==> config.mk <==
export PLATFORM = sky130hd
export DESIGN_NAME = morse_symbol_decoder
export DESIGN_NICKNAME = d
export VERILOG_FILES = /design/src/rtl/morse_symbol_decoder.sv
export SDC_FILE = /design/constraint.sdc
export NUM_CORES = 1
export LEC_CHECK = 0
export BUFFER_PORTS_ARGS = -buffer_cell sky130_fd_sc_hd__clkbuf_2
export CAP_MARGIN = 20
export CELL_PAD_IN_SITES_DETAIL_PLACEMENT = 0
export CELL_PAD_IN_SITES_GLOBAL_PLACEMENT = 1
export CORE_ASPECT_RATIO = 0.75
export CORE_MARGIN = 3
export CORE_UTILIZATION = 47
export CTS_BUF_LIST = sky130_fd_sc_hd__clkbuf_16
export DETAILED_ROUTE_END_ITERATION = 8
export PLACE_DENSITY = 0.81
export RECOVER_POWER = 50
export SYNTH_ARGS = -nofsm -noshare
export SYNTH_HDL_FRONTEND = slang
export SYNTH_SLANG_ARGS = --single-unit
==> constraint.sdc <==
create_clock -name clk -period 2.9 [get_ports clk]
set_input_delay 0.58 -clock clk [delete_from_list [all_inputs] [get_ports clk]]
set_output_delay 0.58 -clock clk [all_outputs]
set_load 0.1 [all_outputs]
==> src/rtl/morse_symbol_decoder.sv <==
// Morse key front end: times key presses and gaps in 100 ms ticks, classifies dots and dashes
// and packs them into letter code words. Define MORSE_DEBOUNCE_EN to add a key debouncer.
module morse_symbol_decoder #(
  parameter int DASH_TICKS       = 3,
  parameter int LETTER_GAP_TICKS = 3,
  parameter int CNT_W            = 6
`ifdef MORSE_DEBOUNCE_EN
  ,
  parameter int DEBOUNCE_CYCLES  = 16
`endif
) (
  input  logic       clk,
  input  logic       rst,
  input  logic       enable,
  input  logic       tick_100ms,
  input  logic       key,
  output logic       symbol_valid,
  output logic       symbol_is_dash,
  output logic       letter_done,
  output logic [4:0] letter_code,
  output logic [2:0] letter_len,
  output logic       overflow
);

  typedef enum logic [1:0] {
    IDLE,
    PRESS,
    GAP,
    DONE
  } state_t;

  localparam logic [CNT_W-1:0] CNT_MAX  = '1;
  localparam logic [CNT_W-1:0] DASH_THR = CNT_W'(DASH_TICKS);
  localparam logic [CNT_W-1:0] GAP_THR  = CNT_W'(LETTER_GAP_TICKS);

  state_t           state;
  logic [1:0]       key_sync;
  logic             key_s;
  logic [CNT_W-1:0] cnt;
  logic [CNT_W-1:0] cnt_inc;
  logic             is_dash;

  always_ff @(posedge clk or negedge rst) begin
    if (!rst) begin
      key_sync <= '0;
    end else if (!enable) begin
      key_sync <= '0;
    end else begin
      key_sync <= {key_sync[0], key};
    end
  end

`ifdef MORSE_DEBOUNCE_EN
  localparam int DB_W = $clog2(DEBOUNCE_CYCLES + 1);

  logic [DB_W-1:0] db_cnt;
  logic            key_db;

  // The debounced level only follows the synchronizer after a full run of identical samples.
  always_ff @(posedge clk or negedge rst) begin
    if (!rst) begin
      db_cnt <= '0;
      key_db <= 1'b0;
    end else if (!enable) begin
      db_cnt <= '0;
      key_db <= 1'b0;
    end else if (key_sync[1] == key_db) begin
      db_cnt <= '0;
    end else if (db_cnt == DB_W'(DEBOUNCE_CYCLES - 1)) begin
      db_cnt <= '0;
      key_db <= key_sync[1];
    end else begin
      db_cnt <= db_cnt + DB_W'(1);
    end
  end

  assign key_s = key_db;
`else
  assign key_s = key_sync[1];
`endif

  assign cnt_inc = (cnt == CNT_MAX) ? cnt : cnt + CNT_W'(1);
  assign is_dash = (cnt >= DASH_THR);

  // Key level changes are checked before ticks, so an edge always masks a coincident tick.
  always_ff @(posedge clk or negedge rst) begin
    if (!rst) begin
      state          <= IDLE;
      cnt            <= '0;
      symbol_valid   <= 1'b0;
      symbol_is_dash <= 1'b0;
      letter_done    <= 1'b0;
      letter_code    <= '0;
      letter_len     <= '0;
      overflow       <= 1'b0;
    end else if (!enable) begin
      state          <= IDLE;
      cnt            <= '0;
      symbol_valid   <= 1'b0;
      symbol_is_dash <= 1'b0;
      letter_done    <= 1'b0;
      letter_code    <= '0;
      letter_len     <= '0;
      overflow       <= 1'b0;
    end else begin
      symbol_valid <= 1'b0;
      letter_done  <= 1'b0;
      case (state)
        IDLE: begin
          if (key_s) begin
            state <= PRESS;
            cnt   <= '0;
          end
        end
        PRESS: begin
          if (!key_s) begin
            state          <= GAP;
            cnt            <= '0;
            symbol_valid   <= 1'b1;
            symbol_is_dash <= is_dash;
            if (letter_len < 3'd5) begin
              letter_code[letter_len] <= is_dash;
              letter_len              <= letter_len + 3'd1;
            end else begin
              overflow <= 1'b1;
            end
          end else if (tick_100ms) begin
            cnt <= cnt_inc;
          end
        end
        GAP: begin
          if (key_s) begin
            state <= PRESS;
            cnt   <= '0;
          end else if (tick_100ms) begin
            cnt <= cnt_inc;
            if (cnt_inc >= GAP_THR) begin
              state       <= DONE;
              letter_done <= 1'b1;
            end
          end
        end
        DONE: begin
          letter_code <= '0;
          letter_len  <= '0;
          overflow    <= 1'b0;
          cnt         <= '0;
          state       <= key_s ? PRESS : IDLE;
        end
        default: begin
          state <= IDLE;
          cnt   <= '0;
        end
      endcase
    end
  end

endmodule

==> metrics.cfg <==
[yosys]
postSynthCellCount=155
ys.flop_type=dfrtp_1
synth.distinct_cells=42
yosys.area.top_type_share_pct=39.0
ys_seq_area_share_pct=39.0
yosys-top-cells-area=dfrtp_1 39%, ha_1 6.2%, o21ai_0 3.5%
avgSynthCellArea_um2=9.11
yosysTopAreaCell=dfrtp_1
netlist_area_um2=1410
synth_nets=167
synthArstFlopShare_pct=100
ys_warn_count=0
synth_seq_cells=22
synth-edff-count=0

[timing]
tightest_slew_ps=1180
setup_viol=0
relSlewSlack_pct=21.1
fmax_mhz=496
setup_tns_ps=0
fin_crit_sh_pct=69.6
fin_worst_skew_ps=1.20
period_needed_ps=2020
maxSlewViolCount=0
timing.final.hold_violations=0
rsz0062_at_grt=no

[worst_setup_path]
crit_family=buffers and inverters
cp-start-kind=register
cp_cell_sequence=clkbuf_1
end_kind=primary output
cp.required_ps=2320
slowest_stage=clkbuf_1
cp_slowest_stage_delay_ps=860
worstPathArrival_ps=1440
worstSetupPathType=register to primary output
path_buf_inv=1
cp_max_fo=1

[layout]
num-nets-final=179
area_delta_synth_final_pct=10.6
postLayoutCoreUtil_pct=57.0
drive_above_1_share_pct=14.5
antennaDiodeCount=0
fillers=242

[floorplan]
start_util_pct=51.5
die_height_um=53.5
dieWidth_um=69.3
die-area_um2=3710
io_pins=17
rows=16
core_area_um2=2740

[clock_network]
cts_tree=built
cts_sinks=22
cts_resized=0
root_buffer=clkbuf_16
clk_latency_ps=250
h-tree-depth=1
postCtsHoldBufs=0
cts_buffers=3
cts.clk_slew.worst_paths_ps=60
post_cts_buffers=0
ctsLongestPathBuffers=2

[drt]
routed_wl_um=3180
vias=1233
drc=0
wire_per_inst_um=15.7
ant_nets=0
drt-pass1-iter-count=4
vias_per_cell=6.10
drtIter0Drc=186

[global_routing]
grt_pass1_vias=1164
antenna_found_initial=0
grt_pass1_wl_um=5650
grt_max_degree=23
gr-total-overflow=0
grt.total_usage_pct=19.6

[placed_design]
io_buffers=16
dpl.hpwl_um=2360
gp_congestion=0.826

[power_and_ir_drop]
p_per_area_nw_per_um2=691
p_leak_nw=0.734
peakVddDrop_mv=0.456

[run_status]
status=complete, no violations

[worst_hold_path]
worstHoldPathType=register to register

[job]
max_cap_viol_count=0

## state kept, by name, summed over array words and instances, names as in the netlist
signal,flops
cnt,6
key_sync,2
letter_code,5
letter_done,1
letter_len,3
overflow,1
state,2
symbol_is_dash,1
symbol_valid,1
## path summary, 6_finish.rpt
kind / start / end / slack [ps] / depth (start not counted)
worst max-delay path: letter_done / letter_done / 880 / 1
worst min-delay path: key_sync[0] / key_sync[1] / 470 / 1
worst max register to register: state[0] / cnt[3] / 880 / 6
worst min register to register: key_sync[0] / key_sync[1] / 470 / 1
max in group asynchronous: rst / letter_done / 1650 / 1
min in group asynchronous: rst / letter_code[3] / 550 / 1
## cells by family (layout without fill, tap and decap cells)
| family | count (synthesis) | count (layout) | synth area share, % |
|---|---|---|---|
| compound gates | 48 | 48 | 24.6 |
| simple gates | 60 | 60 | 23.7 |
| fa+ha+maj | 7 | 7 | 6.20 |
| buf+inv | 18 | 29 | 6.47 |
| flops | 22 | 22 | 39.0 |
## routing by layer
layer  GRT usage (%)  up-vias  part of all wire [%]
li1                -      594                     -
met3            5.12        2                   5.5
met1            27.9      601                    51
met4            4.55        0                  0.44
met5               0        -                     0
met2            29.7       36                    43
## cells in the final DEF, fill, tap and decap left out, drive strengths merged, types with 3 or more instances in the layout
| master | n |
|---|---|
| dfrtp | 22 |
| nand2b | 4 |
| clkbuf | 19 |
| and2 | 4 |
| o21ai | 12 |
| a211o | 4 |
| a31oi | 5 |
| nor2b | 6 |
| nand2 | 9 |
| nand3 | 8 |
| a21oi | 6 |
| inv | 7 |
| and3 | 4 |
| nor2 | 9 |
| nand4 | 3 |
| nor3 | 4 |
| o211ai | 3 |
| o22a | 3 |
| ha | 7 |
| o41ai | 5 |
## cell usage after synthesis (5+ instances only)
master and n:
inv_1 7, nand3_1 8, buf_2 5, dfrtp_1 22
a21oi_1 6, nor2_1 9, ha_1 7, o21ai_0 10
nand2_1 9, nor2b_1 6, a31oi_1 5
## final cells by class
class	instances	area, um2	share of cell area [%]
Inverter	7	26.3	1.68
Multi-Input combinational cell	115	771	49.3
Tap cell	36	45.0	2.88
Sequential cell	22	551	35.2
Clock inverter	1	3.75	0.240
Clock buffer	3	75.1	4.80
Timing Repair Buffer	18	91.3	5.84
## through the flow
stage	hold WS [ps]	power (W)	std cells	area, um2	worst slack, ps
floorplan	284	0.000703	155	1410	630
global placement	448	0.000780	198	1490	957
detailed placement	459	0.000786	198	1490	919
CTS	330	0.00108	202	1570	907
global route	520	0.00114	202	1560	672
finish	471	0.00108	202	1560	882
## report_power, final
part           internal, W  switching, W  total [W]
Clock             0.000184      0.000109   0.000293
Sequential        0.000334     0.0000628   0.000397
Combinational    0.0000997      0.000290   0.000390
(Power assumes the default switching activity.)
